File: config.mk
export PLATFORM = sky130hd
export DESIGN_NAME = mem_stack_ctrl
export DESIGN_NICKNAME = d
export VERILOG_FILES = /design/src/rtl/mem_stack_ctrl.sv
export SDC_FILE = /design/constraint.sdc
export NUM_CORES = 1
export LEC_CHECK = 0
export ABC_AREA = 1
export CAP_MARGIN = 20
export CORE_ASPECT_RATIO = 1.5
export CORE_MARGIN = 1
export CORE_UTILIZATION = 40
export DETAILED_ROUTE_END_ITERATION = 10
export GPL_TIMING_DRIVEN = 0
export PLACE_DENSITY = 0.77
export SKIP_CTS_REPAIR_TIMING = 1
export SYNTH_ARGS = -nofsm -noshare
export SYNTH_HDL_FRONTEND = slang
export SYNTH_SLANG_ARGS = --single-unit
File: constraint.sdc
create_clock -name clk -period 1.82 [get_ports clk]
set_clock_uncertainty 0.1 [all_clocks]
set_input_delay 0.273 -clock clk [delete_from_list [all_inputs] [get_ports clk]]
set_output_delay 0.273 -clock clk [all_outputs]
set_load 0.02 [all_outputs]
File: src/rtl/mem_stack_ctrl.sv
// Memory-stage controller: loads/stores, stack push/pop, two-word PC save/restore,
// CCR save/restore and the interrupt entry sequence. Owns the stack pointer.
module mem_stack_ctrl #(
   parameter int ADDR_W = 11,
   parameter logic [ADDR_W-1:0] SP_INIT  = {ADDR_W{1'b1}},
   parameter logic [ADDR_W-1:0] INT1_VEC = ADDR_W'(2),
   parameter logic [ADDR_W-1:0] INT2_VEC = ADDR_W'(4)
) (
   input  logic              clk,
   input  logic              reset,
   input  logic [15:0]       ALU_result,
   input  logic [15:0]       Rs_data,
   input  logic [15:0]       Rd_data,
   input  logic              memRead,
   input  logic              memWrite,
   input  logic              push,
   input  logic              pop,
   input  logic              pushPc,
   input  logic              popPc,
   input  logic              pushCCR,
   input  logic              popCCR,
   input  logic              int1,
   input  logic              int2,
   input  logic [31:0]       pc_in,
   input  logic [2:0]        ccr_in,
   input  logic [15:0]       mem_rdata,
   output logic [ADDR_W-1:0] mem_addr,
   output logic [15:0]       mem_wdata,
   output logic              mem_we,
   output logic              mem_re,
   output logic [15:0]       mem_result,
   output logic [31:0]       pc_out,
   output logic              pc_load,
   output logic [2:0]        ccr_out,
   output logic              ccr_load,
   output logic              stall,
   output logic [ADDR_W-1:0] sp
);

   // state       | meaning
   // IDLE        | accepts requests; single-cycle ops complete here
   // PUSH_PC_HI  | pushPc second access: write latched PC high word
   // POP_PC_LO   | popPc second access: read PC low word, load PC
   // INT_PC_HI   | interrupt: push latched PC high word
   // INT_CCR     | interrupt: push latched CCR
   // INT_VEC_HI  | interrupt: read vector high word
   // INT_VEC_LO  | interrupt: read vector low word, load PC
   typedef enum logic [2:0] {
      S_IDLE, S_PUSH_PC_HI, S_POP_PC_LO, S_INT_PC_HI, S_INT_CCR, S_INT_VEC_HI, S_INT_VEC_LO
   } state_t;

   typedef enum logic [3:0] {
      OP_NONE, OP_INT2, OP_INT1, OP_PUSH_PC, OP_POP_PC, OP_PUSH_CCR, OP_POP_CCR,
      OP_PUSH, OP_POP, OP_WRITE, OP_READ
   } op_t;

   localparam logic [ADDR_W-1:0] ONE = ADDR_W'(1);

   state_t            state, state_next;
   op_t               op;
   logic [ADDR_W-1:0] sp_next;
   logic [ADDR_W-1:0] vec;
   logic [15:0]       hi_word;
   logic [2:0]        ccr_hold;
   logic              we_raw, re_raw, stall_raw;

   // Rs_data and the upper address bits are not needed at this stage.
   logic unused_ok;
   assign unused_ok = ^{Rs_data, ALU_result[15:ADDR_W]};

   always_comb begin
      op = OP_NONE;
      if      (int2)     op = OP_INT2;
      else if (int1)     op = OP_INT1;
      else if (pushPc)   op = OP_PUSH_PC;
      else if (popPc)    op = OP_POP_PC;
      else if (pushCCR)  op = OP_PUSH_CCR;
      else if (popCCR)   op = OP_POP_CCR;
      else if (push)     op = OP_PUSH;
      else if (pop)      op = OP_POP;
      else if (memWrite) op = OP_WRITE;
      else if (memRead)  op = OP_READ;
   end

   always_comb begin
      state_next = state;
      sp_next    = sp;
      mem_addr   = '0;
      mem_wdata  = '0;
      we_raw     = 1'b0;
      re_raw     = 1'b0;
      stall_raw  = 1'b0;
      case (state)
         S_IDLE: begin
            case (op)
               OP_INT2, OP_INT1: begin
                  mem_addr = sp; mem_wdata = pc_in[15:0]; we_raw = 1'b1;
                  sp_next = sp - ONE; stall_raw = 1'b1; state_next = S_INT_PC_HI;
               end
               OP_PUSH_PC: begin
                  mem_addr = sp; mem_wdata = pc_in[15:0]; we_raw = 1'b1;
                  sp_next = sp - ONE; stall_raw = 1'b1; state_next = S_PUSH_PC_HI;
               end
               OP_POP_PC: begin
                  mem_addr = sp + ONE; re_raw = 1'b1;
                  sp_next = sp + ONE; stall_raw = 1'b1; state_next = S_POP_PC_LO;
               end
               OP_PUSH_CCR: begin
                  mem_addr = sp; mem_wdata = {13'b0, ccr_in}; we_raw = 1'b1; sp_next = sp - ONE;
               end
               OP_POP_CCR, OP_POP: begin
                  mem_addr = sp + ONE; re_raw = 1'b1; sp_next = sp + ONE;
               end
               OP_PUSH: begin
                  mem_addr = sp; mem_wdata = Rd_data; we_raw = 1'b1; sp_next = sp - ONE;
               end
               OP_WRITE: begin
                  mem_addr = ALU_result[ADDR_W-1:0]; mem_wdata = Rd_data; we_raw = 1'b1;
               end
               OP_READ: begin
                  mem_addr = ALU_result[ADDR_W-1:0]; re_raw = 1'b1;
               end
               default: ;
            endcase
         end
         S_PUSH_PC_HI: begin
            mem_addr = sp; mem_wdata = hi_word; we_raw = 1'b1;
            sp_next = sp - ONE; state_next = S_IDLE;
         end
         S_POP_PC_LO: begin
            mem_addr = sp + ONE; re_raw = 1'b1;
            sp_next = sp + ONE; state_next = S_IDLE;
         end
         S_INT_PC_HI: begin
            mem_addr = sp; mem_wdata = hi_word; we_raw = 1'b1;
            sp_next = sp - ONE; stall_raw = 1'b1; state_next = S_INT_CCR;
         end
         S_INT_CCR: begin
            mem_addr = sp; mem_wdata = {13'b0, ccr_hold}; we_raw = 1'b1;
            sp_next = sp - ONE; stall_raw = 1'b1; state_next = S_INT_VEC_HI;
         end
         S_INT_VEC_HI: begin
            mem_addr = vec; re_raw = 1'b1; stall_raw = 1'b1; state_next = S_INT_VEC_LO;
         end
         S_INT_VEC_LO: begin
            mem_addr = vec + ONE; re_raw = 1'b1; state_next = S_IDLE;
         end
         default: state_next = S_IDLE;
      endcase
   end

   // A reset cycle must never disturb memory or hold the pipeline.
   assign mem_we = we_raw & ~reset;
   assign mem_re = re_raw & ~reset;
   assign stall  = stall_raw & ~reset;

   always_ff @(posedge clk) begin
      if (reset) begin
         state      <= S_IDLE;
         sp         <= SP_INIT;
         mem_result <= '0;
         pc_out     <= '0;
         pc_load    <= 1'b0;
         ccr_out    <= '0;
         ccr_load   <= 1'b0;
         hi_word    <= '0;
         ccr_hold   <= '0;
         vec        <= '0;
      end else begin
         state    <= state_next;
         sp       <= sp_next;
         pc_load  <= 1'b0;
         ccr_load <= 1'b0;
         case (state)
            S_IDLE: begin
               mem_result <= (op == OP_READ || op == OP_POP) ? mem_rdata : ALU_result;
               case (op)
                  OP_INT2: begin
                     hi_word <= pc_in[31:16]; ccr_hold <= ccr_in; vec <= INT2_VEC;
                  end
                  OP_INT1: begin
                     hi_word <= pc_in[31:16]; ccr_hold <= ccr_in; vec <= INT1_VEC;
                  end
                  OP_PUSH_PC: hi_word <= pc_in[31:16];
                  OP_POP_PC:  hi_word <= mem_rdata;
                  OP_POP_CCR: begin
                     ccr_out  <= mem_rdata[2:0];
                     ccr_load <= 1'b1;
                  end
                  default: ;
               endcase
            end
            S_INT_VEC_HI: hi_word <= mem_rdata;
            S_POP_PC_LO, S_INT_VEC_LO: begin
               pc_out  <= {hi_word, mem_rdata};
               pc_load <= 1'b1;
            end
            default: ;
         endcase
      end
   end

endmodule

# Word level (Yosys, flattened, before mapping)
# Cells that the tools add are included.
[word_totals]
register_bits = 97
inputBits = 111
output_inout_bits = 94
wordCells = 92
[op_classes]
add_sub_neg = 3
n_eq_ne = 19
mux = 30
bitwise = 5
reduce_logical = 25
[op_table]
columns = ["cell", "n"]
rows = [
  ["case mux 16 bit (3 select lines)", 2],
  ["case mux 11 bit (3 select lines)", 2],
  ["case mux 16 bit (2 select lines)", 2],
  ["case mux 11 bit (5 select lines)", 1],
  ["case mux 11 bit (2 select lines)", 2],
  ["2-to-1 mux 4 bit", 10],
  ["adder 11 x 1 -> 11 bit (second input constant)", 2],
  ["== test 4 x 3 -> 1 bit (second input constant)", 4],
  ["2-to-1 mux 16 bit", 1],
  ["OR reduction 3 bit", 5],
  ["== test 4 bit (second input constant)", 3],
  ["case mux 3 bit (4 select lines)", 1],
  ["OR reduction 2 bit", 6],
  ["subtractor 11 x 1 -> 11 bit (second input constant)", 1],
  ["AND reduction 2 bit", 5],
  ["== test 3 bit (second input constant)", 3],
  ["case mux 3 bit (3 select lines)", 1],
  ["== test 4 x 2 -> 1 bit (second input constant)", 2],
  ["OR reduction 4 bit", 2],
  ["== test 3 x 2 -> 1 bit (second input constant)", 2],
  ["case mux 1 bit (2 select lines)", 3],
  ["OR reduction 6 bit", 1],
  ["2-to-1 mux 1 bit", 5],
  ["OR reduction 5 bit", 1],
  ["11 further kinds", 15],
]

# Longest topological paths before layout
# Gate-level depths: netlist of the first run.
[depth]
word_depth = 15
mapped_depth = 17

# Worst setup path after synthesis of the first run
# OpenSTA, ideal clock, no wires.
[synth_timing]
kind = "reg-to-output"
from = "register sp[0]"
to = "output mem_addr[10]"
arrival_ns = 1.917
required_ns = 1.447
path_slack_ns = -0.470
stages_incl_launch_ff = 11
cell_sequence = "dfxtp_1 ha_1 nand2_1 nor2_1 nand4_1 nor3_2 xor2_1 nand3_1 nand3_1 nand2_1 o211ai_1"
[synth_between]
elab_chain_len = 3
[synth_lines]
columns = ["item", "line_no", "text"]
rows = [
  ["start, declared", "37", "output logic [ADDR_W-1:0] sp"],
  ["start signal, assigned", "171", "sp <= sp_next;"],
  ["adder 11 x 1 -> 11 bit (*)", "105, 112, 131", ""],
  ["case mux 11 bit (3 select lines)", "95", "case (op)"],
  ["case mux 11 bit (5 select lines) (*)", "93", "case (state)"],
  ["end, declared", "27", "output logic [ADDR_W-1:0] mem_addr,"],
]
# Every way passes the cells marked *; elsewhere a longest branch is shown, timed or not.

# Final worst setup path of the first run
[layout_timing]
from = "register sp[1]"
to = "output mem_addr[10]"
# Same word-level chain as after synthesis.

==> run summary, run 1 <==
The first global-routing pass estimated 30.5 mm of wire. The post-synthesis cell area came out at 5310 sq um. The initial antenna violation count came out at 0.

The synthesized netlist net count came out at 929. Across the run, the number of max-cap violations was 0. The mean cell area of the mapped netlist is 6.51 sq um. The worst path required time came out at 1.45 ns. The run finished, with violations left.

The die footprint came out at 13,700 sq um. TritonCTS built the clock tree. In this run the core area contains 51 standard-cell rows.

After detailed routing, the number of remaining DRC violations is 0. The worst slew slack as a fraction of its limit is 0.467. The number of buffer cells added on primary ports is 187. The initial utilization of the core area, before any placement, comes to 0.410. The synthesized design contains 0 enable-type register cells.

The overall power after layout is 10.1 mW. The worst setup path is of the reg2out kind. The number of failing setup endpoints in the final timing report is 57.

The register-to-register setup slack is -0.39 ns. Of the total power, combinational logic draws 0.556. The pin count of the biggest net entering global routing is 17. Across the VDD grid, the largest voltage drop is 0.000763 V.

The share of total power in the clock network is 0.193. 205 I/O pins were placed. For this run, the leading register cell type out of synthesis is sky130_fd_sc_hd__dfxtp_1.

The H-tree depth is 3. For the pin with the worst max-slew slack, the measured transition is 0.800 ns. Summed over all nets, the switching power comes to 4.28 mW.

Ranked by instance count, the synthesized netlist is headed by sky130_fd_sc_hd__nand2_1 (233), sky130_fd_sc_hd__dfxtp_1 (88), sky130_fd_sc_hd__inv_1 (72), sky130_fd_sc_hd__a21oi_1 (62), sky130_fd_sc_hd__nor2_1 (62). The final reports fail on setup timing. The wire length per cell after detailed routing came out at 19.7 um. The worst endpoint data arrival time came out at 2.50 ns.

The via count of the first global-routing pass came to 6,152. The global placer's final weighted congestion is 0.952. The synthesis warning total is 0. The proportion of total power due to net switching is 0.425. The pre-antenna-repair detailed-routing pass consisted of 5 iterations.

The per-cell via count in the routed design came out at 5.70. The time the worst path needs with I/O delays and setup came out at 2.88 ns. The root buffer selected by CTS is sky130_fd_sc_hd__clkbuf_16.

The floorplan core area came out at 13,000 sq um. By area the synthesized netlist is led by sky130_fd_sc_hd__dfxtp_1 (33%), sky130_fd_sc_hd__nand2_1 (16%), sky130_fd_sc_hd__a21oi_1 (5.8%). The longest clock path from root to sink contains 2 buffers. The area added between synthesis and finish came out at 77.4%. The register clock-pin slew on the reported worst setup and hold paths is 0.07 ns. The final wirelength is 24.8 mm. The number of failing hold endpoints at the final stage was 0. The final HPWL from detailed placement is 16.1 mm. The final global-route overflow total is 0.

The post-synthesis register bit count is 88. The path class of the tightest hold or removal check is in2reg. The area fraction of the dominant cell type after synthesis came out at 0.332. The part of the total power dissipated in sequential elements came out at 0.251. CTS saw 88 sinks. The worst setup slack after layout came out at -1.06 ns.

The chip height is 143 um. The count of antenna diodes in the layout is 0. The clock latency on the worst-skew pair came out at 0.35 ns. Adding up every negative setup slack in the final design gives -15.58 ns. Yosys mapped the design onto 42 distinct sky130hd cell types. The number of nets in the finished design is 1,211.

The largest fanout on the critical path is 4. The max-slew violation count is 0. The leakage power summed over all cells is 4.12 nW. Detailed routing inserted a total of 7,188 vias. The largest area contributor in the synthesized netlist is sky130_fd_sc_hd__dfxtp_1. The fraction of final layout cells sized beyond drive strength 1 is 0.327. The cell-internal power came out at 5.79 mW. The fraction of synthesis flops using an asynchronous set or reset pin is 0. The upper clock frequency limit is 348 MHz. The fraction of the cycle the final worst path needs is 1.58. The count of antenna-violating nets left after detailed routing is 0. The cell count after synthesis came out at 816. Setup repair after global routing could not meet its margin everywhere.

The total power per unit cell area is 1070 nW/um^2. The floorplan step set the die width to 96.1 um. In this run, the number of DRC markers left after iteration 0 of detailed routing was 597. The number of buffers created by CTS came out at 9. The worst setup path is launched from a flip-flop. The sequential-to-total area share from yosys stat came out at 0.332. The worst setup path is captured at an output pin. In the post-synthesis netlist, the cell with the most instances is sky130_fd_sc_hd__nand2_1. The combined global-route utilization of all metal layers came out at 0.295.
cell families (layout without fill, tap and decap cells):
kind of cell | Yosys count | after routing | share of synthesized area
compound gates | 182 | 182 | 0.199
xor+xnor | 12 | 12 | 0.0198
buf+inv | 132 | 419 | 0.108
simple gates | 400 | 400 | 0.337
flops | 88 | 88 | 0.332
fa+ha+maj | 2 | 2 | 0.00471
through the flow:
step,area [sq um],worst slack (ns),std cells,hold slack (ns),utilization
after floorplan,5580,-0.239,816,0.308,-
after global placement,7650,-1.49,1162,0.341,0.590
after detailed placement,7650,-1.50,1162,0.349,0.590
after CTS,7950,-1.51,1178,0.309,0.614
after global routing,9420,-1.21,1262,0.282,0.727
final,9420,-1.06,1262,0.267,0.727
cells in the final DEF, fill, tap and decap left out, drive strengths merged:
cell / instances
nand2: 242
buf: 144
clkdlybuf4s50: 142
dfxtp: 88
inv: 85
nor2: 70
nand3: 63
a21oi: 62
o21ai: 57
clkbuf: 35
o211ai: 28
nand4: 15
o22ai: 14
a22oi: 13
xor2: 11
dlymetal6s2s: 7
nor3: 7
clkinv: 4
ha: 2
o21bai: 2
a211oi: 2
and2: 1
or2: 1
a221oi: 1
o2bb2ai: 1
a31oi: 1
clkinvlp: 1
o21a: 1
nor4: 1
xnor2: 1
bufinv: 1
state kept, by name, summed over array words and instances (netlist names):
register / cells
ccr_load: 1
ccr_hold: 3
sp: 11
state: 3
mem_result: 16
pc_out: 32
pc_load: 1
hi_word: 16
vec: 2
ccr_out: 3
power groups by stage:
stage	clock network, mW	registers (mW)	logic [mW]
floorplan	0	2.77	2.36
global placement	0	2.54	4.24
detailed placement	0	2.55	4.27
CTS	1.94	2.51	4.30
global route	2.02	2.56	5.94
finish	1.94	2.53	5.60
worst paths after layout:
| check | start | endpoint | depth (start not counted) |
|---|---|---|---|
| max | sp[1] | mem_addr[10] | 11 |
| max reg2reg | sp[1] | sp[10] | 13 |
| min | reset | mem_result[0] | 2 |
| min reg2reg | ccr_out[0] | ccr_out[0] | 2 |
layer usage:
metal	wire (um)	vias up	GRT usage
met4	2060	0	0.185
met3	2230	154	0.0506
met1	7940	3270	0.293
li1	-	3271	-
met5	0	-	0
met2	12600	493	0.548
critical path, stage by stage (launching register included):
cell and delay (ns):
sky130_fd_sc_hd__dfxtp_4 0.37, sky130_fd_sc_hd__ha_4 0.15, sky130_fd_sc_hd__nand2_4 0.06, sky130_fd_sc_hd__nor2_4 0.11, sky130_fd_sc_hd__nand4_1 0.20, sky130_fd_sc_hd__nor3_2 0.42, sky130_fd_sc_hd__xor2_1 0.28, sky130_fd_sc_hd__nand3_1 0.13
sky130_fd_sc_hd__nand3_1 0.09, sky130_fd_sc_hd__nand2_1 0.06, sky130_fd_sc_hd__o211ai_1 0.09, sky130_fd_sc_hd__buf_4 0.18
final cells by class:
class	count	area, sq um
Inverter	84	364
Buffer	48	382
Clock inverter	7	78.8
Fill cell	933	3530
Tap cell	159	199
Timing Repair Buffer	271	2630
Sequential cell	88	1790
Clock buffer	9	225
Multi-Input combinational cell	596	3760
Power figures use the tool's default switching activity.
==> run 2, diff against run 1 <==
--- a/config.mk
+++ b/config.mk
@@ -5,15 +5,16 @@
 export SDC_FILE = /design/constraint.sdc
 export NUM_CORES = 1
 export LEC_CHECK = 0
-export ABC_AREA = 1
 export CAP_MARGIN = 20
 export CORE_ASPECT_RATIO = 1.5
 export CORE_MARGIN = 1
 export CORE_UTILIZATION = 40
+export CTS_CLUSTER_DIAMETER = 60
 export DETAILED_ROUTE_END_ITERATION = 10
 export GPL_TIMING_DRIVEN = 0
-export PLACE_DENSITY = 0.77
+export PLACE_DENSITY = 0.78
 export SKIP_CTS_REPAIR_TIMING = 1
 export SYNTH_ARGS = -nofsm -noshare
 export SYNTH_HDL_FRONTEND = slang
 export SYNTH_SLANG_ARGS = --single-unit
+export TNS_END_PERCENT = 20
==> run 2 against run 1 <==
Net effect:
- non-clock buffer count down 39
- via count down 12%
- sequential cell count unchanged
- cell area down 8.6%
- hold slack worse by 0.046 ns
- die area down 2.1%
- critical path type is now in2out
- the run still ends with setup timing left
- power up 26%
- combinational power up 38%
==> run summary, run 2 <==
The proportion of total power due to net switching came out at 0.442 (+0.0166). The via count of the first global-routing pass came out at 5,606 (-8.9%). The worst setup path is captured at an output pin.

Sorting the synthesized cells by how often they occur yields sky130_fd_sc_hd__nand2_1 (99), sky130_fd_sc_hd__dfxtp_1 (88), sky130_fd_sc_hd__nor2_1 (71), sky130_fd_sc_hd__mux2i_1 (58), sky130_fd_sc_hd__a21oi_1 (50). The area fraction in and, or, nand and nor cells after synthesis is 0.228 (-0.109). Setup repair after global routing could not meet its margin everywhere.

The final reports fail on setup timing. The critical path goes through buf_12, or3_4, nor3_4, nand3_4, buf_8, mux2i_1, a21oi_1, o221ai_2, buf_4. The number of DRC markers in iteration 0 is 606 (+1.5%).

The post-synthesis cell area came out at 5200 sq um (-2.1%). The floorplan core area is 12,600 sq um (-2.9%). The number of search-and-repair iterations in the first detailed-routing pass is 5 (unchanged). The actual transition at the worst max-transition pin is 0.570 ns (-0.230 ns). The share of total power in the clock network came out at 0.161 (-0.032).

The critical path is of the in2out type. The cell count after synthesis was 683 (-16%). The pin count of the biggest net entering global routing is 17 (unchanged). The number of synthesized flops with an enable pin came out at 0 (unchanged). The switching power total came out at 5.60 mW (+31%).

For this run, the leading register cell type out of synthesis is sky130_fd_sc_hd__dfxtp_1. The total number of clock tree sinks is 88 (unchanged). The number of distinct standard cells referenced by the synthesized netlist is 55 (+31%). The count of max-cap constraint violations is 0 (unchanged).

The sequential-to-total area share from yosys stat is 0.339 (+0.00719). The number of buffers created by CTS is 9 (unchanged). The initial antenna violation count came to 0 (unchanged). The number of core rows is 50 (-2.0%).

The global placer's final weighted congestion is 0.964 (+1.3%). The starting density of the core came out at 0.413 (+0.00340). The largest total area in the synthesized netlist belongs to sky130_fd_sc_hd__dfxtp_1. The worst-case clock buffer depth came out at 2 (unchanged). The combined global-route utilization of all metal layers is 0.279 (-0.0157). The wire length per cell after detailed routing is 19.7 um (+0.23%). The count of antenna diodes in the layout was 0 (unchanged). The worst endpoint data arrival time is 2.19 ns (-0.31 ns). The die width came to 95.1 um (-1.0%). The peak supply drop is 0.00108 V (+41%).

The worst hold margin is 0.221 ns (-0.0461 ns). The largest fanout on the critical path came out at 10 (+6). The fraction of the cycle the final worst path needs was 1.41 (-0.175).

The total power per unit cell area came out at 1470 nW/um^2 (+38%). The fraction of synthesis flops using an asynchronous set or reset pin came to 0 (unchanged). The worst slew slack as a fraction of its limit came out at 0.620 (+0.153). The synthesized netlist net count came to 796 (-14%). The post-route DRC violation count came out at 0 (unchanged).

The die footprint is 13,500 sq um (-2.1%). Leaving out fill and tap cells, the most frequent cell in the layout is sky130_fd_sc_hd__clkdlybuf4s50_1. The worst setup path is launched from an input port. The flow ran to the end, but the final reports show violations. The area added between synthesis and finish is 65.6%. The post-synthesis register bit count came to 88 (unchanged).

The depth of the worst register-to-register path is 7 (-6). The area fraction of the dominant cell type after synthesis is 0.339 (+0.00719). The total vias in the final route was 6,292 (-12%). The proportion of power drawn by combinational gates is 0.611 (+0.055). The per-cell via count in the routed design came out at 5.84 (+2.6%). The final global-route overflow total was 0 (unchanged). For this design, the slowest cell found on the critical path is sky130_fd_sc_hd__or3_4. The time the worst path needs with I/O delays and setup came out at 2.56 ns (-0.318 ns). The total I/O pin count came to 205 (unchanged). The compound-cell area share of the yosys netlist was 0.242 (+0.0435). The most repeated cell in the gate-level netlist after synthesis is sky130_fd_sc_hd__nand2_1. The share of synthesized cell area in full adder, half adder and majority cells is 0.00481 (+0.000102).

The register clock-pin slew on the reported worst setup and hold paths is 0.07 ns (about the same). The number of fill cells in the layout came out at 960 (+2.9%). The fraction of final layout cells sized beyond drive strength 1 came out at 0.250 (-0.0776). The number of buffer cells added on primary ports came to 187 (unchanged). The top cell types in the final layout, fill and taps aside, are sky130_fd_sc_hd__clkdlybuf4s50_1 (147), sky130_fd_sc_hd__nand2_1 (96), sky130_fd_sc_hd__dfxtp_1 (80).

The cell-internal power is 7.08 mW (+22%). The final wirelength is 21.2 mm (-14%). The largest registers in the layout are pc_out x32, hi_word x16, mem_result x16. The mean cell area of the mapped netlist came out at 7.61 sq um (+17%). The number of cells on the worst hold path is 4 (+2). The largest stage delay on the critical path came out at 0.39 ns (-0.03 ns). The worst setup slack after layout is -0.738 ns (+0.318 ns).

The wire length of the first global-routing pass came out at 29.0 mm (-5.1%). The count of antenna-violating nets left after detailed routing is 0 (unchanged). The worst hold path belongs to the class in2reg.

By area, the combinational part of the netlist is dominated by compound AO/OA/AOI/OAI gates. After synthesis, the cell types taking the most area are sky130_fd_sc_hd__dfxtp_1 (34%), sky130_fd_sc_hd__mux2i_1 (11%), sky130_fd_sc_hd__nand2_1 (7.1%). The synthesis warning total came out at 0 (unchanged). The proportion of synthesized area in mux cells came out at 0.116 (+0.116). The number of nets in the finished design is 1,029 (-15%). The clock latency on the worst-skew pair is 0.35 ns (about the same). The part of the total power dissipated in sequential elements was 0.227 (-0.024). Counting flops per register, the top entry is pc_out.

The number of failing hold endpoints at the final stage was 0 (unchanged). The leakage power summed over all cells was 3.40 nW (-17%). The number of flip-flops under the largest register name is 32 (unchanged). The root buffer selected by CTS is sky130_fd_sc_hd__clkbuf_16. The final HPWL from detailed placement is 14.8 mm (-7.6%). The multi-input combinational cell area is 3640 sq um (-3.2%).

The H-tree depth was 3 (unchanged). The register area came out at 1780 sq um (-0.21%). The fraction of synthesized cell area in xor and xnor cells came out at 0.00337 (-0.0164).

The chip height is 142 um (-1.1%). The overall power after layout was 12.7 mW (+26%). The max-slew violation count was 0 (unchanged). TritonCTS built the clock tree. The upper clock frequency limit came to 391 MHz (+12%). The worst path required time came to 1.45 ns (about the same). The number of failing setup endpoints in the final timing report came to 83 (+46%).
## run 2: cell count changes in the layout (fill, tap and decap cells not counted), moves of 24 or more
cell / delta
sky130_fd_sc_hd__nand2_1: -81
sky130_fd_sc_hd__mux2i_1: +57
sky130_fd_sc_hd__nand2_2: -45
sky130_fd_sc_hd__inv_1: -41
sky130_fd_sc_hd__o21ai_0: -35
sky130_fd_sc_hd__buf_6: -34
sky130_fd_sc_hd__a211oi_1: +32
sky130_fd_sc_hd__o211ai_1: -27
sky130_fd_sc_hd__buf_4: -24
## run 2: layout make-up
cell class / count / area share
multi-input cells: 514 / 0.423
repair buffers: 226 / 0.254
flip-flops and latches: 88 / 0.207
plain buffers: 54 / 0.0445
clock buffers: 9 / 0.0262
well taps: 156 / 0.0227
clock inverters: 7 / 0.0118
inverters: 23 / 0.0106
## run 2: logic make-up after synthesis
kind of cell,count (synthesis)
simple gates,259
fa+ha+maj,2
xor+xnor,2
mux,60
flops,88
buf+inv,81
compound gates,191
## run 2: path summary, 6_finish.rpt
| check | start | end | slack (ns) |
|---|---|---|---|
| max | pushPc | mem_addr[0] | -0.74 |
| min | pushPc | ccr_load | 0.22 |
| max reg2reg | state[1] | sp[9] | -0.32 |
| min reg2reg | pc_out[1] | pc_out[1] | 0.35 |
## run 2: layer usage
layer | part of all wire | wire length, um | global-route usage
met1 | 0.36 | 7680 | 0.318
met2 | 0.52 | 11000 | 0.495
met3 | 0.072 | 1520 | 0.0391
met4 | 0.046 | 971 | 0.142
met5 | 0 | 0 | 0
## run 2: through the flow
stage / area [sq um] / setup TNS, ns / setup slack, ns / utilization / cells
floorplan: 5380 / -14.83 / -0.401 / - / 683
global route: 8600 / -32.59 / -0.775 / 0.684 / 1077
CTS: 7770 / -82.87 / -1.91 / 0.618 / 1042
global placement: 7450 / -103.51 / -1.89 / 0.592 / 1026
detailed placement: 7450 / -104.18 / -1.90 / 0.592 / 1026
finish: 8600 / -25.14 / -0.738 / 0.684 / 1077
## run 2: critical path, delay by kind of cell
family          cells  cell delay, ns
mux                 1            0.17
compound gates      2            0.31
simple gates        3            0.90
buf+inv             3            0.51
## run 2: power groups by stage
stage               clock [mW]  combinational [mW]  sequential, mW
CTS                       2.06                6.78            2.83
detailed placement           0                6.73            2.87
global route              2.15                8.24            2.94
floorplan                    0                3.76            3.19
global placement             0                6.69            2.86
finish                    2.05                7.75            2.88
